===== src/rtl/lock_pkg.sv =====
// Shared key codes and FSM encoding for the keypad lock controller.
package lock_pkg;

   localparam logic [3:0] KEY_ENTER = 4'hA;
   localparam logic [3:0] KEY_CLEAR = 4'hB;
   localparam logic [3:0] KEY_PROG  = 4'hC;

   typedef enum logic [2:0] {
      IDLE,
      ENTRY,
      PROGRAM,
      COMPARE,
      RESULT,
      UNLOCKED,
      LOCKOUT
   } state_t;

   function automatic logic is_digit(input logic [3:0] code);
      return (code <= 4'd9);
   endfunction

endpackage


===== src/rtl/lock_timer.sv =====
// Loadable down-counter; done pulses for the single cycle in which the count reads one.
module lock_timer #(
   parameter int WIDTH = 28
) (
   input  logic             clk,
   input  logic             input_reset,
   input  logic             load,
   input  logic [WIDTH-1:0] load_val,
   output logic             done
);

   logic [WIDTH-1:0] count_q;
   logic [WIDTH-1:0] count_d;

   always_comb begin
      count_d = count_q;
      if (load) begin
         count_d = load_val;
      end else if (count_q != '0) begin
         count_d = count_q - WIDTH'(1);
      end
   end

   always_ff @(posedge clk or negedge input_reset) begin
      if (!input_reset) begin
         count_q <= '0;
      end else begin
         count_q <= count_d;
      end
   end

   // A load of N gives exactly N cycles before the owner sees done.
   assign done = (count_q == WIDTH'(1));

endmodule


===== src/rtl/lock_controller.sv =====
// Keypad lock sequencer: collects digits, strobes an external code checker,
// and manages unlock hold time, failure counting and lockout.
module lock_controller
   import lock_pkg::*;
#(
   parameter int MAX_DIGITS     = 4,
   parameter int MAX_FAILS      = 3,
   parameter int UNLOCK_CYCLES  = 50_000_000,
   parameter int LOCKOUT_CYCLES = 250_000_000
) (
   input  logic       clk,
   input  logic       input_reset,
   input  logic       key_valid,
   input  logic [3:0] key_code,
   input  logic       correct_password,
   input  logic       incorrect_password,
   output logic [3:0] bits,
   output logic       input_value,
   output logic       store_value,
   output logic       compare,
   output logic       clear_n,
   output logic       unlocked,
   output logic       locked_out,
   output logic [1:0] fail_count
);

   localparam int TMR_MAX = (UNLOCK_CYCLES > LOCKOUT_CYCLES) ? UNLOCK_CYCLES : LOCKOUT_CYCLES;
   localparam int TW      = $clog2(TMR_MAX + 1);
   localparam int CW      = $clog2(MAX_DIGITS + 1);
   localparam logic [CW-1:0] DIGIT_LIMIT = CW'(MAX_DIGITS);
   localparam logic [1:0]    FAIL_LIMIT  = 2'(MAX_FAILS);

   state_t        state_q, state_d;
   logic [3:0]    bits_q, bits_d;
   logic          in_q, in_d;
   logic          st_q, st_d;
   logic          clear_n_q, clear_n_d;
   logic [CW-1:0] cnt_q, cnt_d;
   logic [1:0]    phase_q, phase_d;
   logic [1:0]    fail_q, fail_d;
   logic [1:0]    fail_inc;
   logic          tmr_load;
   logic [TW-1:0] tmr_val;
   logic          tmr_done;
   logic          key_ok, digit_key, enter_key, clear_key, prog_key;

   // Keys arriving while a strobe is on the bus are discarded outright.
   assign key_ok    = key_valid && !in_q && !st_q;
   assign digit_key = key_ok && is_digit(key_code);
   assign enter_key = key_ok && (key_code == KEY_ENTER);
   assign clear_key = key_ok && (key_code == KEY_CLEAR);
   assign prog_key  = key_ok && (key_code == KEY_PROG);
   assign fail_inc  = (fail_q >= FAIL_LIMIT) ? fail_q : fail_q + 2'd1;

   always_comb begin
      state_d   = state_q;
      bits_d    = bits_q;
      in_d      = 1'b0;
      st_d      = 1'b0;
      clear_n_d = 1'b1;
      cnt_d     = cnt_q;
      phase_d   = phase_q;
      fail_d    = fail_q;
      tmr_load  = 1'b0;
      tmr_val   = '0;
      case (state_q)
         IDLE: begin
            if (digit_key) begin
               state_d = ENTRY;
               bits_d  = key_code;
               in_d    = 1'b1;
               cnt_d   = CW'(1);
            end
         end
         ENTRY: begin
            if (digit_key) begin
               if (cnt_q < DIGIT_LIMIT) begin
                  bits_d = key_code;
                  in_d   = 1'b1;
                  cnt_d  = cnt_q + CW'(1);
               end
            end else if (enter_key) begin
               if (cnt_q != '0) begin
                  state_d = COMPARE;
                  phase_d = 2'd0;
               end
            end else if (clear_key) begin
               clear_n_d = 1'b0;
               cnt_d     = '0;
            end
         end
         PROGRAM: begin
            if (digit_key) begin
               if (cnt_q < DIGIT_LIMIT) begin
                  bits_d = key_code;
                  st_d   = 1'b1;
                  cnt_d  = cnt_q + CW'(1);
               end
            end else if (enter_key) begin
               state_d = IDLE;
               cnt_d   = '0;
            end else if (clear_key) begin
               clear_n_d = 1'b0;
               cnt_d     = '0;
            end
         end
         COMPARE: begin
            if (phase_q == 2'd1) begin
               state_d = RESULT;
               phase_d = 2'd0;
            end else begin
               phase_d = phase_q + 2'd1;
            end
         end
         RESULT: begin
            // Silence from the checker for four cycles is treated as a wrong code.
            if (correct_password) begin
               state_d   = UNLOCKED;
               fail_d    = 2'd0;
               tmr_load  = 1'b1;
               tmr_val   = TW'(UNLOCK_CYCLES);
               clear_n_d = 1'b0;
               cnt_d     = '0;
            end else if (incorrect_password || (phase_q == 2'd3)) begin
               fail_d    = fail_inc;
               clear_n_d = 1'b0;
               cnt_d     = '0;
               if (fail_inc == FAIL_LIMIT) begin
                  state_d  = LOCKOUT;
                  tmr_load = 1'b1;
                  tmr_val  = TW'(LOCKOUT_CYCLES);
               end else begin
                  state_d = IDLE;
               end
            end else begin
               phase_d = phase_q + 2'd1;
            end
         end
         UNLOCKED: begin
            if (tmr_done || enter_key) begin
               state_d = IDLE;
            end else if (prog_key) begin
               state_d   = PROGRAM;
               clear_n_d = 1'b0;
               cnt_d     = '0;
            end
         end
         LOCKOUT: begin
            if (tmr_done) begin
               state_d = IDLE;
               fail_d  = 2'd0;
            end
         end
         default: state_d = IDLE;
      endcase
   end

   always_ff @(posedge clk or negedge input_reset) begin
      if (!input_reset) begin
         state_q   <= IDLE;
         bits_q    <= 4'd0;
         in_q      <= 1'b0;
         st_q      <= 1'b0;
         clear_n_q <= 1'b0;
         cnt_q     <= '0;
         phase_q   <= 2'd0;
         fail_q    <= 2'd0;
      end else begin
         state_q   <= state_d;
         bits_q    <= bits_d;
         in_q      <= in_d;
         st_q      <= st_d;
         clear_n_q <= clear_n_d;
         cnt_q     <= cnt_d;
         phase_q   <= phase_d;
         fail_q    <= fail_d;
      end
   end

   lock_timer #(
      .WIDTH(TW)
   ) u_timer (
      .clk        (clk),
      .input_reset(input_reset),
      .load       (tmr_load),
      .load_val   (tmr_val),
      .done       (tmr_done)
   );

   assign bits        = bits_q;
   assign input_value = in_q;
   assign store_value = st_q;
   assign compare     = (state_q == COMPARE);
   assign clear_n     = clear_n_q;
   assign unlocked    = (state_q == UNLOCKED);
   assign locked_out  = (state_q == LOCKOUT);
   assign fail_count  = fail_q;

endmodule


===== config.mk =====
export PLATFORM = sky130hd
export DESIGN_NAME = lock_controller
export DESIGN_NICKNAME = d
export VERILOG_FILES = /design/src/rtl/lock_pkg.sv /design/src/rtl/lock_timer.sv /design/src/rtl/lock_controller.sv
export SDC_FILE = /design/constraint.sdc
export NUM_CORES = 1
export LEC_CHECK = 0
export ABC_AREA = 1
export CORE_ASPECT_RATIO = 1.5
export CORE_MARGIN = 2
export CORE_UTILIZATION = 45
export DETAILED_ROUTE_END_ITERATION = 16
export PLACE_DENSITY_LB_ADDON = 0.05
export RECOVER_POWER = 25
export SYNTH_ARGS = -nofsm -noshare
export SYNTH_HDL_FRONTEND = slang
export SYNTH_HIERARCHICAL = 1
export SYNTH_SLANG_ARGS = --single-unit

===== constraint.sdc =====
create_clock -name clk -period 2.8 [get_ports clk]
set_input_delay 0.7 -clock clk [delete_from_list [all_inputs] [get_ports clk]]
set_output_delay 0.7 -clock clk [all_outputs]
set_load 0.05 [all_outputs]

Word level (Yosys, flattened, before mapping)
Cells that the tools add are included.
{ "word_totals": {"regBits": 45, "out_inout_bits": 12, "word_cells": 134} }
{ "classes": {"n_addsub": 4, "n_lt_le_gt_ge": 3, "n_eq_ne": 30, "n_mux": 64, "reduce_logical": 24} }
{ "op_table": {"columns": ["cell", "count"], "rows": [
  ["$mux 28", 6],
  ["$mux 3", 23],
  ["$eq 28x1->1 const B", 1],
  ["$reduce_bool 28->1", 1],
  ["$sub 28x1->28 const B", 1],
  ["$pmux 3 s7", 1],
  ["$mux 2", 10],
  ["$ne 2x2->1 const B", 9],
  ["$mux 1", 15],
  ["$pmux 3 s5", 1],
  ["$eq 4x4->1 const B", 3],
  ["$mux 4", 3],
  ["$reduce_and 6->1", 2],
  ["$ne 2x1->1 const B", 5],
  ["$reduce_and 10->1", 1],
  ["$eq 3x3->1 const B", 3],
  ["$pmux 4 s2", 1],
  ["$eq 3x2->1 const B", 2],
  ["$logic_and 1x1->1", 6],
  ["$ne 3x3->1 const B", 2],
  ["$pmux 2 s3", 1],
  ["$reduce_bool 2->1", 3],
  ["$reduce_bool 3->1", 2],
  ["$reduce_bool 5->1", 1],
  ["18 further kinds", 22]
]} }

Depth between registers and ports, before layout
Gate-level depths: netlist of run 1.
{ "logic_depth": {"depth_word": 8, "ltp_mapped": 14, "ltp_nobuf": 12} }

By module
The synthesis of run 1 kept the hierarchy.
{ "modules_own_cells": {"columns": ["mod", "n_inst", "cells_each", "area_per_inst_um2", "seq_area_each_um2"], "rows": [
  ["lock_timer", 1, 328, 2099.5, 700.7],
  ["lock_controller", 1, 191, 1285.0, 425.4]
]} }

Worst setup path before layout of run 1
Ideal clock, no wire load.
{ "synth_path": {"path_kind": "reg-to-reg", "from": "register fail_q[1], in the netlist fail_count[1]", "to": "register u_timer.count_q[12]", "setup_time_ns": 0.086, "arrival_ns": 2.147, "slack_ns": 0.567, "path_stages_with_launch": 10, "path_cell_list": "dfrtp_1 o21ai_0 nor2_1 buf_2 inv_2 and3_1 nand3_4 nor2_8 buf_8 nor3_1"} }
{ "synth_via": {"elab_chain_cells": 8} }
{ "synth_lines": {"columns": ["item", "line_no", "source"], "rows": [
  ["start, declared", "lock_controller.sv:40", "logic [1:0] fail_q, fail_d;"],
  ["start signal, assigned", "lock_controller.sv:176", "fail_q <= fail_d;"],
  ["$add 2x1->2 or $ge 2x2->1 (tied branches)", "lock_controller.sv:53", "assign fail_inc = (fail_q >= FAIL_LIMIT) ? fail_q : fail_q + 2'd1;"],
  ["$mux 2 *", "lock_controller.sv:53", null],
  ["$eq 2x2->1 *", "lock_controller.sv:128", "if (fail_inc == FAIL_LIMIT) begin"],
  ["$mux 1 *", "lock_controller.sv:128", null],
  ["$mux 1 *", "lock_controller.sv:124", "end else if (incorrect_password || (phase_q == 2'd3)) begin"],
  ["$mux 1 *", "lock_controller.sv:117", "if (correct_password) begin"],
  ["$mux 1 *", "lock_controller.sv:66", "case (state_q)"],
  ["via tmr_load", "lock_controller.sv:42", "logic tmr_load;"],
  ["$mux 28 or $reduce_bool 2->1 (tied branches)", null, null],
  ["end signal, assigned", "lock_timer.sv:28", "count_q <= count_d;"],
  ["end, declared", "lock_timer.sv:12", "logic [WIDTH-1:0] count_q;"]
]} }
Mark *: on every way through the listed nets, which the timed path passes. The rest lies on a longest branch.
A chain may end at the register's enable or synchronous reset.

Worst setup path after layout of run 1
{ "layout_path": {"from": "register state_q[2]", "to": "output compare"} }
{ "layout_via": {"elab_chain_cells": 1} }
{ "layout_lines": {"columns": ["item", "line_no", "source"], "rows": [
  ["start, declared", "lock_controller.sv:33", "state_t state_q, state_d;"],
  ["start signal, assigned", "lock_controller.sv:169", "state_q <= state_d;"],
  ["$eq 3x2->1", "lock_controller.sv:193", "assign compare = (state_q == COMPARE);"],
  ["end, declared", "lock_controller.sv:20", "output logic compare,"]
]} }
No other way between the ends.

==> run_summary.xml, run 1 <==
<?xml version="1.0" encoding="UTF-8"?>
<metrics>
  <group name="run_status">
    <metric name="outcome" unit="">finished clean</metric>
  </group>
  <group name="clock_network">
    <metric name="tritoncts" unit="">built</metric>
    <metric name="level_count_of_the_clock_h_tree" unit="">2</metric>
    <metric name="clockBufferDepth" unit="">2</metric>
    <metric name="numCtsBuffers" unit="">5</metric>
    <metric name="tritoncts_num_sinks" unit="">45</metric>
    <metric name="worst_skew_pair.late_latency" unit="ns">0.32</metric>
    <metric name="cts-root-buf" unit="">clkbuf_8</metric>
    <metric name="setup_bufs_post_cts" unit="">0</metric>
    <metric name="clk_transition_reported_paths" unit="ns">0.09</metric>
  </group>
  <group name="critical_path">
    <metric name="r2r_slack" unit="ns">0.72</metric>
    <metric name="critical_path_class" unit="">flop to output port</metric>
    <metric name="worstSetupStartpointType" unit="">flop</metric>
    <metric name="worst_path_max_delay_cell" unit="">clkdlybuf4s50_1</metric>
    <metric name="crit_fanout" unit="">7</metric>
    <metric name="critical_path_arrival" unit="ns">1.98</metric>
    <metric name="required_arrival_time_at_the_worst_endpoint" unit="ns">2.10</metric>
    <metric name="worst_setup_path_end_kind" unit="">output port</metric>
    <metric name="critPathMaxStageDelay" unit="ns">0.83</metric>
    <metric name="worst_path_cell_chain" unit="">inv_2 &gt; nand2_1 &gt; nor2_2 &gt; clkdlybuf4s50_1</metric>
  </group>
  <group name="drt">
    <metric name="dr.first_iter.drc_count" unit="">150</metric>
    <metric name="drt-total-wl" unit="mm">8.44</metric>
    <metric name="drc" unit="">0</metric>
    <metric name="first_pass_iters" unit="">4</metric>
    <metric name="via_per_inst" unit="">4.90</metric>
    <metric name="dr_wl_cell" unit="um">12.9</metric>
    <metric name="postRouteAntennaNets" unit="">0</metric>
    <metric name="dr_vias" unit="">3209</metric>
  </group>
  <group name="logic_synthesis">
    <metric name="mappedNetlistArea" unit="sq um">3380</metric>
    <metric name="synth_seq_area_share" unit="">0.333</metric>
    <metric name="synthesis.instances" unit="">519</metric>
    <metric name="synth-edff-count" unit="">0</metric>
    <metric name="synth-async-reset-ratio" unit="">1.00</metric>
    <metric name="synth_cell_types" unit="">37</metric>
    <metric name="synth.largest_area_cell" unit="">dfrtp_1</metric>
    <metric name="ff_latch_count_synth" unit="">45</metric>
    <metric name="synth_top_cell_area_share" unit="">0.333</metric>
    <metric name="ys_warn_count" unit="">6</metric>
    <metric name="top_cells_by_area_in_the_synthesized_netlist" unit="">dfrtp_1 33%, nand2_1 15%, nor2_1 9.5%</metric>
    <metric name="synth-main-ff-cell" unit="">dfrtp_1</metric>
    <metric name="postSynthAreaPerCell" unit="sq um">6.52</metric>
  </group>
  <group name="finish">
    <metric name="sequential_cell_area" unit="sq um">1130</metric>
    <metric name="count_of_filler_cells_inserted_in_the_layout" unit="">737</metric>
    <metric name="layout-drive-gt1-share" unit="">0.106</metric>
    <metric name="final_design_area_no_fill" unit="sq um">3860</metric>
    <metric name="layout_commonest_cell" unit="">nand2_1</metric>
    <metric name="highest_count_cells_in_the_layout_ignoring_fill_and_taps" unit="">139 x nand2_1, 85 x nor2_1, 75 x inv_1</metric>
    <metric name="num_antenna_cells" unit="">0</metric>
    <metric name="areaGrowthSynthToFinish" unit="%">13.9</metric>
    <metric name="multiInputGateArea" unit="sq um">1950</metric>
    <metric name="fin_nets" unit="">571</metric>
  </group>
  <group name="timing">
    <metric name="timing_worst_slew_pin_value" unit="ns">0.990</metric>
    <metric name="rsz_0062_raised_after_global_routing" unit="">false</metric>
    <metric name="period_needed" unit="ns">2.68</metric>
    <metric name="report.final.slew_viol_count" unit="">0</metric>
    <metric name="final.setup.tns" unit="ns">0</metric>
    <metric name="skew" unit="ns">0.0146</metric>
    <metric name="final_critical_path_share_of_the_clock_period" unit="">0.957</metric>
    <metric name="max_freq" unit="MHz">373</metric>
    <metric name="slew_headroom" unit="">0.340</metric>
    <metric name="setup_viol" unit="">0</metric>
    <metric name="final-hold-violation-count" unit="">0</metric>
  </group>
  <group name="global_route">
    <metric name="grt_max_degree" unit="">40</metric>
    <metric name="overflow" unit="">0</metric>
    <metric name="initial_antenna_violation_count" unit="">0</metric>
    <metric name="grtUsageTotal" unit="">0.226</metric>
    <metric name="first_global_vias" unit="">3121</metric>
    <metric name="first_pass_grt_wire_length" unit="mm">14.1</metric>
  </group>
  <group name="die">
    <metric name="die_h" unit="um">110</metric>
    <metric name="boundaryPins" unit="">21</metric>
    <metric name="fp.coreArea" unit="sq um">7270</metric>
    <metric name="design.die.area" unit="sq um">8250</metric>
    <metric name="rows" unit="">38</metric>
    <metric name="initial_core_util" unit="">0.465</metric>
    <metric name="dieWidth" unit="um">74.8</metric>
  </group>
  <group name="place">
    <metric name="dpl.hpwl" unit="mm">6.47</metric>
    <metric name="place_congestion" unit="">0.870</metric>
    <metric name="numPortBuffers" unit="">20</metric>
    <metric name="dpl-instance-area" unit="sq um">3740</metric>
  </group>
  <group name="hold_path">
    <metric name="hold_path.class" unit="">flop to flop</metric>
  </group>
  <group name="pwr">
    <metric name="power_per_cell_area" unit="nW/um^2">1040</metric>
    <metric name="max-vdd-ir-drop" unit="V">0.000546</metric>
    <metric name="static_leakage" unit="uW">0.00204</metric>
  </group>
  <group name="job">
    <metric name="maxCapViolCount" unit="">0</metric>
  </group>
</metrics>
## path summary, 6_finish.rpt
path	startpoint	end	cells past startpoint
worst max register to register	phase_q[0]	u_timer/count_q[24]	12
max in group asynchronous	input_reset	fail_count[1]	2
worst min-delay path	bits[3]	bits[3]	2
worst min register to register	bits[3]	bits[3]	2
min in group asynchronous	input_reset	u_timer/count_q[6]	1
worst max-delay path	state_q[2]	compare	4
## cell type report
type | instances | share of cell area
flip-flops and latches | 45 | 0.292
repair buffers | 25 | 0.0597
well taps | 100 | 0.0324
multi-input cells | 396 | 0.506
inverters | 81 | 0.0788
clock inverters | 2 | 0.00973
clock buffers | 6 | 0.0214
## critical path: cells and delay by family (launching register included)
| kind | cells | cell delay (ns) |
|---|---|---|
| flops | 1 | 0.47 |
| simple gates | 2 | 0.26 |
| buf+inv | 2 | 0.94 |
## logic make-up (layout without fill, tap and decap cells)
logic type	count (synthesis)	count (layout)	share of synthesized area
AND/OR/NAND/NOR	318	318	0.433
other	1	12	0.00111
adder cells (fa/ha/maj)	8	8	0.0296
buffers and inverters	89	114	0.104
flip-flops	45	45	0.333
AO/OA/AOI/OAI	53	53	0.0869
XOR/XNOR	5	5	0.0129
## synth_stat cells, drive strengths merged, types with 6 or more instances
cell type,n
o22ai,6
buf,6
inv,81
nand2,147
nor2,107
a21oi,19
o21ai,24
ha,8
nand3,47
dfrtp,45
nand4,7
## per-stage QoR
stage / setup WS, ns / hold slack [ns] / utilization / std cells / total power, uW
3_5_place_dp: 0.192 / 0.467 / 0.514 / 647 / 3490
6_report: 0.122 / 0.482 / 0.530 / 655 / 4000
5_1_grt: 0.0389 / 0.521 / 0.530 / 655 / 4390
3_3_place_gp: 0.235 / 0.462 / 0.514 / 647 / 3440
2_1_floorplan: 0.567 / 0.404 / - / 530 / 2910
4_1_cts: 0.0506 / 0.309 / 0.530 / 655 / 4040
## metal layers
| layer | GRT usage | vias to the layer above | wire length, um |
|---|---|---|---|
| li1 | - | 1675 | - |
| met1 | 0.231 | 1478 | 3330 |
| met2 | 0.444 | 42 | 4670 |
| met3 | 0.0355 | 14 | 218 |
| met4 | 0.0804 | 0 | 221 |
| met5 | 0 | - | 0 |
## report_power, final
group	internal, uW	switching, uW	leakage (uW)	total (uW)
combinational	751	1430	0.00145	2180
sequential	957	323	0.000541	1280
clock	291	248	0.0000574	539
## sequential cells by signal, indices dropped and copies added (netlist names)
signal / count
u_timer/count_q: 28
bits: 4
cnt_q: 3
state_q: 3
fail_count: 2
phase_q: 2
clear_n: 1
input_value: 1
store_value: 1
## what timing repair did
item | 4_1_cts | 5_1_grt
hold endpoints to repair | 0 | 0
endpoints found under the setup margin | 0 | 1
gates resized for setup | 0 | 1
hold buffers | 0 | 0
(Power assumes the default switching activity.)
==> run 2, diff against run 1 <==
--- a/config.mk
+++ b/config.mk
@@ -12,6 +12,7 @@
 export DETAILED_ROUTE_END_ITERATION = 16
 export PLACE_DENSITY_LB_ADDON = 0.05
 export RECOVER_POWER = 25
+export SETUP_SLACK_MARGIN = 0.02
 export SYNTH_ARGS = -nofsm -noshare
 export SYNTH_HDL_FRONTEND = slang
 export SYNTH_HIERARCHICAL = 1
==> results of run 2 <==
No change in the layout: final DEF, timing and power equal those of run 1.
